File: src/rtl/alu_operand_stage.sv
// ALU operand stage: builds a/b/aluc from decoded fields with EX/MEM and MEM/WB forwarding,
// then buffers the result in a 2-entry skid FIFO whose head registers drive out_* directly.
module alu_operand_stage #(
    parameter int unsigned DATA_W = 32,
    parameter int unsigned REG_AW = 5,
    parameter bit          FWD_EN = 1'b1
) (
    input  logic              clock,
    input  logic              reset,
    input  logic              flush,
    input  logic              in_valid,
    output logic              in_ready,
    input  logic [DATA_W-1:0] in_rs_data,
    input  logic [DATA_W-1:0] in_rt_data,
    input  logic [REG_AW-1:0] in_rs_addr,
    input  logic [REG_AW-1:0] in_rt_addr,
    input  logic [15:0]       in_imm,
    input  logic [4:0]        in_sa,
    input  logic [3:0]        in_aluc,
    input  logic              in_aluimm,
    input  logic              in_sext,
    input  logic              in_shift,
    input  logic              in_wreg,
    input  logic [REG_AW-1:0] in_rd_addr,
    input  logic              exm_wreg,
    input  logic [REG_AW-1:0] exm_rd,
    input  logic [DATA_W-1:0] exm_data,
    input  logic              mwb_wreg,
    input  logic [REG_AW-1:0] mwb_rd,
    input  logic [DATA_W-1:0] mwb_data,
    output logic              out_valid,
    input  logic              out_ready,
    output logic [DATA_W-1:0] out_a,
    output logic [DATA_W-1:0] out_b,
    output logic [3:0]        out_aluc,
    output logic              out_wreg,
    output logic [REG_AW-1:0] out_rd_addr
);

    typedef struct packed {
        logic [DATA_W-1:0] a;
        logic [DATA_W-1:0] b;
        logic [3:0]        aluc;
        logic              wreg;
        logic [REG_AW-1:0] rd;
    } entry_t;

    logic [1:0] count_q, count_d;
    entry_t     head_q, head_d;
    entry_t     tail_q, tail_d;
    entry_t     new_entry;

    logic exm_hit_rs, mwb_hit_rs, exm_hit_rt, mwb_hit_rt;
    logic [DATA_W-1:0] rsv, rtv, imm_ext;
    logic push, pop;

    // Address 0 is the hardwired zero register and never forwards.
    always_comb begin
        exm_hit_rs = FWD_EN && exm_wreg && (exm_rd == in_rs_addr) && (in_rs_addr != '0);
        mwb_hit_rs = FWD_EN && mwb_wreg && (mwb_rd == in_rs_addr) && (in_rs_addr != '0);
        exm_hit_rt = FWD_EN && exm_wreg && (exm_rd == in_rt_addr) && (in_rt_addr != '0);
        mwb_hit_rt = FWD_EN && mwb_wreg && (mwb_rd == in_rt_addr) && (in_rt_addr != '0);

        rsv = exm_hit_rs ? exm_data : (mwb_hit_rs ? mwb_data : in_rs_data);
        rtv = exm_hit_rt ? exm_data : (mwb_hit_rt ? mwb_data : in_rt_data);

        imm_ext = in_sext ? {{(DATA_W-16){in_imm[15]}}, in_imm} : {{(DATA_W-16){1'b0}}, in_imm};

        new_entry.a    = in_shift ? DATA_W'(in_sa) : rsv;
        new_entry.b    = in_aluimm ? imm_ext : rtv;
        new_entry.aluc = in_aluc;
        new_entry.wreg = in_wreg;
        new_entry.rd   = in_rd_addr;
    end

    assign in_ready  = !reset && (count_q != 2'd2);
    assign out_valid = (count_q != 2'd0);
    assign push      = in_valid && in_ready;
    assign pop       = out_valid && out_ready;

    always_comb begin
        count_d = count_q;
        head_d  = head_q;
        tail_d  = tail_q;
        if (flush) begin
            count_d = 2'd0;
        end else begin
            unique case (count_q)
                2'd0: begin
                    if (push) begin
                        head_d  = new_entry;
                        count_d = 2'd1;
                    end
                end
                2'd1: begin
                    if (push && pop) begin
                        head_d = new_entry;
                    end else if (push) begin
                        tail_d  = new_entry;
                        count_d = 2'd2;
                    end else if (pop) begin
                        count_d = 2'd0;
                    end
                end
                2'd2: begin
                    if (pop) begin
                        head_d  = tail_q;
                        count_d = 2'd1;
                    end
                end
                default: count_d = 2'd0;
            endcase
        end
    end

    always_ff @(posedge clock) begin
        if (reset) begin
            count_q <= 2'd0;
            head_q  <= '0;
            tail_q  <= '0;
        end else begin
            count_q <= count_d;
            head_q  <= head_d;
            tail_q  <= tail_d;
        end
    end

    assign out_a       = head_q.a;
    assign out_b       = head_q.b;
    assign out_aluc    = head_q.aluc;
    assign out_wreg    = head_q.wreg;
    assign out_rd_addr = head_q.rd;

endmodule

File: config.mk
export PLATFORM = sky130hd
export DESIGN_NAME = alu_operand_stage
export DESIGN_NICKNAME = d
export VERILOG_FILES = /design/src/rtl/alu_operand_stage.sv
export SDC_FILE = /design/constraint.sdc
export NUM_CORES = 1
export LEC_CHECK = 0
export BUFFER_PORTS_ARGS = -buffer_cell sky130_fd_sc_hd__buf_4
export CORE_ASPECT_RATIO = 0.7
export CORE_MARGIN = 2
export CORE_UTILIZATION = 47
export DETAILED_ROUTE_END_ITERATION = 8
export PLACE_DENSITY = 0.76
export SYNTH_ARGS = -nofsm -noshare
export SYNTH_HDL_FRONTEND = slang
export SYNTH_SLANG_ARGS = --single-unit
File: constraint.sdc
create_clock -name clock -period 2 [get_ports clock]
set_input_delay 0.1 -clock clock [delete_from_list [all_inputs] [get_ports clock]]
set_output_delay 0.1 -clock clock [all_outputs]
set_load 0.01 [all_outputs]
==> summary.txt, run 1 <==
====================================================================================
Net total in the final layout                                                   1504
GR Util All Layers                                                             34.3%
Maximum clock skew at final layout                                         0.0132 ns
Net count after synthesis                                                       1239
Pwr/cell area                                                            676 nW/um^2
Port Buffer Count                                                                264
Ports placed on the boundary                                                     265
Number of clock sinks seen by CTS                                                150
Ratio of final minimum period to clock period                                  96.6%
Worst-path fanout max                                                              9
Number of antenna-violating nets in the routed design                              0
Most common library cell in the layout ignoring fill and taps                  buf_4
Synth warn                                                                         0
Slew at the pin closest to its max-slew limit                               0.803 ns
Worst vdd rail ir drop                                                      0.502 mV
Buffer and inverter count on the worst path                                        1
Netlist Area Pre-Place                                                    8150 sq um
Final period demand of the worst path                                        1.93 ns
Chip height                                                                   114 um
Total leakage power                                                          4.61 nW
Seq. cell area                                                            3000 sq um
Commonest non-fill, non-tap cells in the layout                         buf_4 (312), nor2_1 (163), dfxtp_1 (150), nand2_1 (89), a21oi_1 (87)
Num CTS Buffers                                                                   17
Data arrival at the endpoint of the critical path                            2.28 ns
Maximum clock frequency                                                      518 MHz
Average cell area after synthesis                                         7.77 sq um
Crit end category                                                           register
Register area share after synthesis                                            36.8%
RSZ-0062 raised after global routing                                           false
Post-route DRC                                                                     0
Max-slew headroom at the worst pin                                             46.5%
Number of flops mapped to enable cells by yosys                                    0
Detailed-route wire length per cell                                          21.0 um
Footprint of the multi-input gates                                        4770 sq um
Maximum number of pins on one net before global-route repair                      70
Pins over their slew limit                                                         0
Post-synth cell types                                                             43
Most frequently used flop master after synthesis                             dfxtp_1
Total via count after detailed routing                                          9538
Worst skew pair latency                                                      0.43 ns
Fin Setup TNS                                                                   0 ns
Standard cell core area                                                  17100 sq um
Total iterations of the first detailed-routing run                                 6
Cell chain of the critical path                                         buf_4 -> nand2b_2 -> nand2b_1 -> or4_1 -> a211oi_2
Die Area                                                                 18400 sq um
Initial Utilization                                                            47.8%
Rows                                                                              40
Setup crit start kind                                                       register
Kind of cell with the highest combined delay on the critical path       simple AND/OR/NAND/NOR gates
Critical path class                                                     register to register
Relative area change from synthesis to final layout                            42.4%
Max H-tree Level                                                                   4
First-pass GRT wire length                                                  49700 um
Max Cap Viol                                                                       0
CTS Buffer Depth                                                                   2
Cell at the root of the clock tree                                         clkbuf_16
Routed vias/inst                                                                6.12
DP HPWL                                                                     22000 um
Final Hold Viols                                                                   0
Outcome                                                                 finished, final reports clean
Count of non-filler cells in the finished layout                                1559
Synthesized flop and latch total                                                 150
Total grt overflow                                                                 0
HP Class                                                                input port to register
Floorplan die width                                                           161 um
Clock transition at path regs                                                0.07 ns
Number of DRC markers in iteration 0                                            1029
Final count of negative-setup-slack endpoints                                      0
Max stage delay on crit path                                                 0.65 ns
CTS tree                                                                       built
Count of mapped cells out of synthesis                                          1050
Vias in the first global route                                                  8931
Weighted congestion at the end of routability-driven global placement          0.936
Antenna violations before repair                                                   0
Antenna fix cells                                                                  0
Detailed Route WL                                                           32800 um
Fraction of registers with async set or reset after synthesis                     0%
Standard cell with the maximum stage delay on the critical path                or4_1
Share of final-layout standard cells stronger than drive strength 1            30.9%
Required arrival time at the worst endpoint                                  2.35 ns
DP Cell Count                                                                   1507
Number of fill cells                                                            1407
====================================================================================
synthesized netlist by cell type, types with 2 or more instances:
cell      count  area [sq um]
nand2_1      89           334
nor3_1       80           400
o211ai_2      3          37.5
o211ai_1      5          37.5
nand4_1       5          31.3
nor4_2        8           100
dfxtp_1     150          3000
mux2i_1      26           260
nor4_1       11          68.8
nand3_1      35           175
nand2b_1     10          62.6
a211o_1      45           394
nand3b_1      6          45.0
xnor2_1      18           158
a211oi_1     32           240
nor2_1      163           612
or2_1         2          12.5
o21ai_1      20           100
or2_2         2          12.5
clkbuf_1     83           312
a311oi_1     42           368
a311o_1       2          20.0
a21o_1        3          22.5
a21oi_1      88           440
a31oi_1       7          43.8
buf_2        13          65.1
or4_1        14           105
or3_1        11          68.8
a211oi_2     23           288
nor2b_1       3          18.8
o31ai_1       2          15.0
a22oi_1       3          22.5
buf_6         2          22.5
buf_1         3          11.3
buf_4         3          22.5
o21ai_0      31           155
area by class of cell:
class	instances	share of cell area, %
Clock buffer	18	3.78
Clock inverter	14	1.35
Multi-Input combinational cell	796	41.1
Sequential cell	150	25.9
Tap cell	231	2.49
Timing Repair Buffer	350	25.4
worst register-to-register path, delay by kind of cell (launching register included):
family / cells / cell delay [ns]
flops: 1 / 0.38
buf+inv: 1 / 0.16
compound gates: 1 / 0.21
simple gates: 3 / 1.11
what timing repair did:
action / in CTS / in global routing
endpoints found under the setup margin: 0 / 18
hold buffers: 17 / 0
resized for setup: 0 / 3
buffers inserted: 0 / 1
hold endpoints to repair: 26 / 0
path summary, 6_finish.rpt:
| kind | from | end | slack (ns) | depth (start not counted) |
|---|---|---|---|---|
| setup / recovery | count_q[0]$_SDFFE_PP0P_ | out_a[17]$_SDFFE_PP0P_ | 0.07 | 5 |
| hold / removal | in_sa[4] | tail_q[46]$_SDFFE_PP0P_ | 0.03 | 3 |
| setup reg to reg | count_q[0]$_SDFFE_PP0P_ | out_a[17]$_SDFFE_PP0P_ | 0.07 | 5 |
| hold reg to reg | tail_q[64]$_SDFFE_PP0P_ | tail_q[64]$_SDFFE_PP0P_ | 0.46 | 2 |
per-layer routing:
metal,global-route usage [%],part of all wire (%),vias up,routed length [um]
met5,0,0,-,0
met4,11.7,2.6,0,865
met3,8.91,11,82,3570
met2,55.0,46,594,14900
met1,45.1,41,4468,13400
li1,-,-,4394,-
kinds of logic after synthesis:
family | synth area share (%)
AND/OR/NAND/NOR | 25.6
AO/OA/AOI/OAI | 27.0
flip-flops | 36.8
buffers and inverters | 5.31
multiplexers | 3.19
XOR/XNOR | 2.04
where the power goes:
part / internal (mW) / total [mW] / switching, mW
clock network: 1.81 / 3.26 / 1.46
registers: 3.08 / 3.14 / 0.0591
logic: 0.693 / 1.46 / 0.763
metrics by stage:
stage	total power, mW	setup slack, ns	hold WS, ns	utilization, %	area (sq um)
after detailed placement	4.58	-0.273	0.314	63.1	10800
after global placement	4.57	-0.214	0.311	63.1	10800
after floorplan	3.82	0.145	0.179	-	8150
final	7.85	0.0681	0.0332	68.0	11600
after CTS	7.82	0.0870	0.0200	67.6	11500
after global routing	8.11	0.0320	0.0403	68.0	11600
state kept, by name, indices dropped and copies added (netlist names):
register / cells
out_rd_addr: 5
tail_q: 74
out_aluc: 4
count_q: 2
out_a: 32
out_wreg: 1
out_b: 32
Note: power is estimated with default switching activity, not from simulation.
==> inputs of run 2 (changes only) <==
--- a/config.mk
+++ b/config.mk
@@ -10,5 +10,5 @@
 export CORE_MARGIN = 2
-export CORE_UTILIZATION = 47
+export CORE_UTILIZATION = 52
 export DETAILED_ROUTE_END_ITERATION = 8
-export PLACE_DENSITY = 0.76
+export PLACE_DENSITY = 0.8
 export SYNTH_ARGS = -nofsm -noshare
==> constraint.sdc (replaced) <==
create_clock -name clock -period 1.9 [get_ports clock]
set_input_delay 0.38 -clock clock [delete_from_list [all_inputs] [get_ports clock]]
set_output_delay 0.38 -clock clock [all_outputs]
set_load 0.01 [all_outputs]
==> summary.txt, run 2 (synthesis gave the netlist of run 1 again) <==
====================================================================================
Outcome                                                                 complete, but fails checks
Failing checks                                                          DRC, setup timing
Number of fill cells                                                             989
CTS Buffer Depth                                                                   2
Worst-case hold slack                                                       0.208 ns
Share of final-layout standard cells stronger than drive strength 1            38.6%
Data arrival at the endpoint of the critical path                            2.43 ns
R2R Path End                                                            out_a[11]$_SDFFE_PP0P_
Number of antenna-violating nets in the routed design                              0
Crit end category                                                           register
Die Area                                                                 16700 sq um
Count of hold-fix buffers inserted at cts                                          0
First-pass GRT wire length                                                  48700 um
GR Util All Layers                                                             36.6%
Port Buffer Count                                                                264
Footprint of the multi-input gates                                        5120 sq um
Chip height                                                                   109 um
Largest register by flop count                                                tail_q
Seq. cell area                                                            3000 sq um
Detailed Route WL                                                           34800 um
Max H-tree Level                                                                   4
DP HPWL                                                                     22500 um
Cell at the root of the clock tree                                         clkbuf_16
Floorplan die width                                                           154 um
Worst vdd rail ir drop                                                      0.587 mV
Hold path start                                                              in_wreg
Cell chain of the critical path                                         buf_6 -> or4_4 -> o211ai_4 -> buf_4 -> buf_12 -> o21ai_0 -> a311oi_2 -> a21oi_2 -> a211oi_1
Commonest non-fill, non-tap cells in the layout                         buf_4 (341), nor2_1 (154), dfxtp_1 (150), nand2_1 (89), a21oi_1 (85)
Largest register FFs                                                              74
Buffer and inverter count on the worst path                                        3
Antenna violations before repair                                                   1
Rows                                                                              38
Total iterations of the first detailed-routing run                                 9
Pwr/cell area                                                            688 nW/um^2
Number of clock sinks seen by CTS                                                150
HP Class                                                                input port to register
Final Hold Viols                                                                   0
Most common library cell in the layout ignoring fill and taps                  buf_4
Total grt overflow                                                                 0
Critical path launch point                                              in_rt_addr[1]
Termination of the worst setup path                                     tail_q[15]$_SDFFE_PP0P_
Ratio of final minimum period to clock period                                   111%
Final period demand of the worst path                                        2.10 ns
Final count of negative-setup-slack endpoints                                     89
Num CTS Buffers                                                                   17
Total via count after detailed routing                                         10300
Critical path class                                                     input port to register
Max stage delay on crit path                                                 0.58 ns
Routed vias/inst                                                                6.54
Net total in the final layout                                                   1545
Max-slew headroom at the worst pin                                             38.8%
Final Worst Setup Slack                                                    -0.200 ns
Weighted congestion at the end of routability-driven global placement          0.921
Max Cap Viol                                                                       0
Initial Utilization                                                            52.9%
Reg2reg setup slack                                                             0 ns
Worst-path fanout max                                                              7
Vias in the first global route                                                  8976
Pins over their slew limit                                                         0
Launching point of the worst reg2reg path                               count_q[1]$_SDFFE_PP0P_
Worst skew pair latency                                                      0.42 ns
Total power draw                                                             8.54 mW
Post-route DRC                                                                    19
Total leakage power                                                          4.96 nW
CTS tree                                                                       built
Standard cell with the maximum stage delay on the critical path                or4_4
RSZ-0062 raised after global routing                                            true
Relative area change from synthesis to final layout                            52.3%
Required arrival time at the worst endpoint                                  2.23 ns
Worst reg-to-reg path cell count                                                   9
Detailed-route wire length per cell                                          22.1 um
Slew at the pin closest to its max-slew limit                               0.919 ns
Depth of the critical timing path with buffers and inverters included              9
Ports placed on the boundary                                                     265
Maximum number of pins on one net before global-route repair                      78
Clock transition at path regs                                                0.07 ns
Setup crit start kind                                                     input port
Number of DRC markers in iteration 0                                            1581
Kind of cell with the highest combined delay on the critical path       compound AO/OA/AOI/OAI gates
Standard cell core area                                                  15400 sq um
Maximum clock frequency                                                      476 MHz
Maximum clock skew at final layout                                        0.00757 ns
====================================================================================
## run 2: changes by cell type in the layout (fill, tap and decap cells not counted), moves of 9 or more
| cell | delta |
|---|---|
| dlygate4sd3_1 | -17 |
| a311oi_1 | -22 |
| nor2_1 | -9 |
| nor3_1 | -9 |
| buf_6 | +15 |
| nor3_2 | +9 |
| buf_4 | +29 |
| a311oi_2 | +22 |
## run 2: per-stage QoR
stage	setup slack (ns)	utilization (%)	instances	cell area [sq um]	setup TNS, ns
finish	-0.200	80.6	1570	12400	-7.13
global route	-0.238	80.6	1570	12400	-10.39
CTS	-0.0570	76.3	1544	11800	-0.380
detailed placement	-0.646	71.4	1509	11000	-52.76
global placement	-0.599	71.4	1509	11000	-48.77
floorplan	-0.155	-	1050	8270	-9.37
## run 2: repair_timing
item                       CTS  global route
pin swaps                    5            38
resized for setup           24            66
setup endpoints to repair   51            99
gates cloned                 0             9
setup buffers                3            16
## run 2: area by class of cell
type | instances | share of cell area, %
diodes | 1 | 0.0202
clock buffers | 17 | 3.43
clock inverters | 15 | 1.47
multi-input cells | 796 | 41.2
flip-flops and latches | 150 | 24.2
well taps | 200 | 2.02
repair buffers | 391 | 27.7
## run 2: worst min-delay path by stage
stage | to | slack (ns) | cells past startpoint
after CTS | tail_q[5]$_SDFFE_PP0P_ | 0.20 | 3
after floorplan | tail_q[49]$_SDFFE_PP0P_ | 0.43 | 2
after global placement | out_a[4]$_SDFFE_PP0P_ | 0.44 | 1
after detailed placement | tail_q[67]$_SDFFE_PP0P_ | 0.45 | 2
final | tail_q[5]$_SDFFE_PP0P_ | 0.21 | 3
after global routing | tail_q[8]$_SDFFE_PP0P_ | 0.21 | 3
## run 2: metal layers
layer	vias up	routed length (um)	track usage, %
met1	4765	12600	47.6
met4	0	1580	13.6
li1	4478	-	-
met3	179	4590	9.30
met5	-	0	0
met2	846	15900	59.3
## run 2: power by group
part	switching, mW	total [mW]	internal [mW]
logic	0.888	1.72	0.836
registers	0.0645	3.30	3.24
clock network	1.52	3.51	1.99
## run 2: worst min-delay path: cells and delay by family
family	cells	cell delay [ns]
AOI/OAI and AO/OA	1	0.05
buffers and inverters	1	0.11
and+or+nand+nor	1	0.05
==> inputs of run 3 (changes only) <==
ABC_AREA = 1   (was default)
CORE_UTILIZATION = 53   (was 52)
==> summary.txt, run 3 <==
====================================================================================
Detailed-route wire length per cell                                          17.4 um
Number of antenna-violating nets in the routed design                              0
Net count after synthesis                                                       1616
Number of clock sinks seen by CTS                                                150
Cell chain of the critical path                                         inv_2 -> a21oi_1 -> nor2_1 -> o21a_1 -> nand2_2 -> buf_4 -> a21oi_1 -> a21oi_1
Critical path class                                                     register to register
Worst vdd rail ir drop                                                      0.582 mV
CTS tree                                                                       built
Max-slew headroom at the worst pin                                             62.8%
Net total in the final layout                                                   1830
Synthesized flop and latch total                                                 150
Max H-tree Level                                                                   4
Post CTS Setup Buffer Count                                                        0
Count of mapped cells out of synthesis                                          1427
Data arrival at the endpoint of the critical path                            2.12 ns
Register area share after synthesis                                            34.0%
Post-synth cell types                                                             25
Share of the synthesized area in the top cell type                             34.0%
Count of hold-fix buffers inserted at cts                                          0
Fin util                                                                       71.7%
Relative area change from synthesis to final layout                            32.3%
Reg2reg setup slack                                                          0.14 ns
Total via count after detailed routing                                         10600
Top cell type by total area after synthesis                                  dfxtp_1
Critical Path Most Common Cell                                               a21oi_1
Floorplan die width                                                           158 um
Post-route DRC                                                                     2
Largest register by flop count                                                tail_q
Number of stages on the worst hold path                                            2
Fin Setup TNS                                                                   0 ns
Routed vias/inst                                                                5.65
Slew at the pin closest to its max-slew limit                               0.558 ns
Most frequent cell after synthesis                                           nand2_1
Weighted congestion at the end of routability-driven global placement          0.980
Crit end category                                                           register
Ports placed on the boundary                                                     265
Netlist Area Pre-Place                                                    8830 sq um
Maximum clock frequency                                                      567 MHz
Standard cell core area                                                  16300 sq um
Share of final-layout standard cells stronger than drive strength 1            22.7%
Port Buffer Count                                                                264
Most common library cell in the layout ignoring fill and taps                nand2_1
Total power draw                                                             8.63 mW
Chip height                                                                   112 um
Cell at the root of the clock tree                                         clkbuf_16
Fraction of registers with async set or reset after synthesis                     0%
R2R Path End                                                            out_a[16]$_SDFFE_PP0P_
Final Hold Viols                                                                   0
Ratio of final minimum period to clock period                                  92.8%
Setup crit start kind                                                       register
Number of fill cells                                                            1463
Total leakage power                                                          6.32 nW
Hold path start                                                            out_ready
Total iterations of the first detailed-routing run                                 8
Maximum clock skew at final layout                                        0.00532 ns
Die Area                                                                 17700 sq um
GR Util All Layers                                                             36.7%
Launching point of the worst reg2reg path                               count_q[1]$_SDFFE_PP0P_
Final period demand of the worst path                                        1.76 ns
Standard cell with the maximum stage delay on the critical path                buf_4
Worst-path fanout max                                                             41
Cell types with the highest counts after synthesis                      nand2_1 (335), nand3_1 (191), a21oi_1 (159)
Detailed Route WL                                                           32700 um
Antenna violations before repair                                                   1
Num CTS Buffers                                                                   17
Kind of cell with the highest combined delay on the critical path       compound AO/OA/AOI/OAI gates
Commonest non-fill, non-tap cells in the layout                         nand2_1 (334), buf_4 (284), nand3_1 (191), a21oi_1 (159), inv_1 (153)
HP Class                                                                input port to register
Failing checks                                                                   DRC
Clock transition at path regs                                                0.07 ns
Required arrival time at the worst endpoint                                  2.26 ns
Hold-critical path endpoint                                             count_q[1]$_SDFFE_PP0P_
Synth warn                                                                         0
Max Cap Viol                                                                       0
RSZ-0062 raised after global routing                                           false
Buffer and inverter count on the worst path                                        2
Final count of negative-setup-slack endpoints                                      0
DP HPWL                                                                     21900 um
Number of flops mapped to enable cells by yosys                                    0
First-pass GRT wire length                                                  51300 um
Total grt overflow                                                                 0
Worst reg-to-reg path cell count                                                   8
Pwr/cell area                                                            739 nW/um^2
Rows                                                                              39
Largest register FFs                                                              74
Outcome                                                                 complete, but fails checks
Area contributors post-synth                                            dfxtp_1 (34%), nand2_1 (14%), nand3_1 (11%)
Average cell area after synthesis                                         6.19 sq um
Number of DRC markers in iteration 0                                            1171
Worst skew pair latency                                                      0.43 ns
Most frequently used flop master after synthesis                             dfxtp_1
Maximum number of pins on one net before global-route repair                     112
Pins over their slew limit                                                         0
CTS Buffer Depth                                                                   2
Max stage delay on crit path                                                 0.45 ns
Initial Utilization                                                            54.2%
Vias in the first global route                                                 10100
====================================================================================
[run 3: timing repair]
item / CTS / global route
endpoints found under the setup margin: 0 / 1
gates resized for setup: 0 / 1
hold endpoints to repair: 0 / 0
[run 3: routing by layer]
layer  vias up  GRT usage [%]  share of wire (%)
met4         0           18.4                4.7
met1      4772           46.4                 39
li1       5046              -                  -
met2       699           58.1                 45
met5         -              0                  0
met3       113           9.54                 12
[run 3: worst max path at each step]
stage,from,endpoint,depth (start not counted)
6_report,count_q[1]$_SDFFE_PP0P_,out_a[16]$_SDFFE_PP0P_,8
5_1_grt,count_q[0]$_SDFFE_PP0P_,tail_q[38]$_SDFFE_PP0P_,11
4_1_cts,count_q[0]$_SDFFE_PP0P_,out_rd_addr[0]$_SDFFE_PP0P_,9
3_5_place_dp,in_rs_addr[1],out_a[16]$_SDFFE_PP0P_,11
3_3_place_gp,in_rs_addr[1],out_a[9]$_SDFFE_PP0P_,11
2_1_floorplan,reset,tail_q[31]$_SDFFE_PP0P_,11
[run 3: power by group]
part / leakage [nW] / internal, mW / switching [mW]
Combinational: 4.81 / 0.691 / 0.870
Clock: 0.295 / 2.26 / 1.48
Sequential: 1.22 / 3.26 / 0.0762
[run 3: through the flow]
step                      hold WS, ns  instance area, sq um  instances  setup WS [ns]
after floorplan                 0.456                  8830       1427          0.318
after global placement          0.463                 11000       1847         0.0772
after detailed placement        0.472                 11000       1847         0.0428
after CTS                       0.156                 11700       1879          0.148
after global routing            0.164                 11700       1880        0.00977
final                           0.172                 11700       1880          0.138
[run 3: layout make-up]
cell class / count / area, sq um / share of cell area, %
diodes: 1 / 2.50 / 0.0214
clock buffers: 19 / 443 / 3.79
clock inverters: 13 / 195 / 1.67
inverters: 167 / 628 / 5.38
multi-input cells: 1003 / 4650 / 39.8
flip-flops and latches: 150 / 3000 / 25.7
well taps: 225 / 282 / 2.41
repair buffers: 302 / 2480 / 21.3
[run 3: kinds of logic (layout without fill, tap and decap cells)]
| logic type | count (synthesis) | count (layout) | synth area share, % |
|---|---|---|---|
| other cells | 0 | 1 | 0 |
| xor+xnor | 2 | 2 | 0.198 |
| compound gates | 349 | 349 | 20.0 |
| flops | 150 | 150 | 34.0 |
| simple gates | 652 | 652 | 32.3 |
| buf+inv | 274 | 501 | 13.5 |
[run 3: worst register-to-register path, stage by stage (launching register included)]
cell and delay (ns):
dfxtp_1 0.41, inv_2 0.08, a21oi_1 0.19, nor2_1 0.06
o21a_1 0.11, nand2_2 0.08, buf_4 0.45, a21oi_1 0.11
a21oi_1 0.19
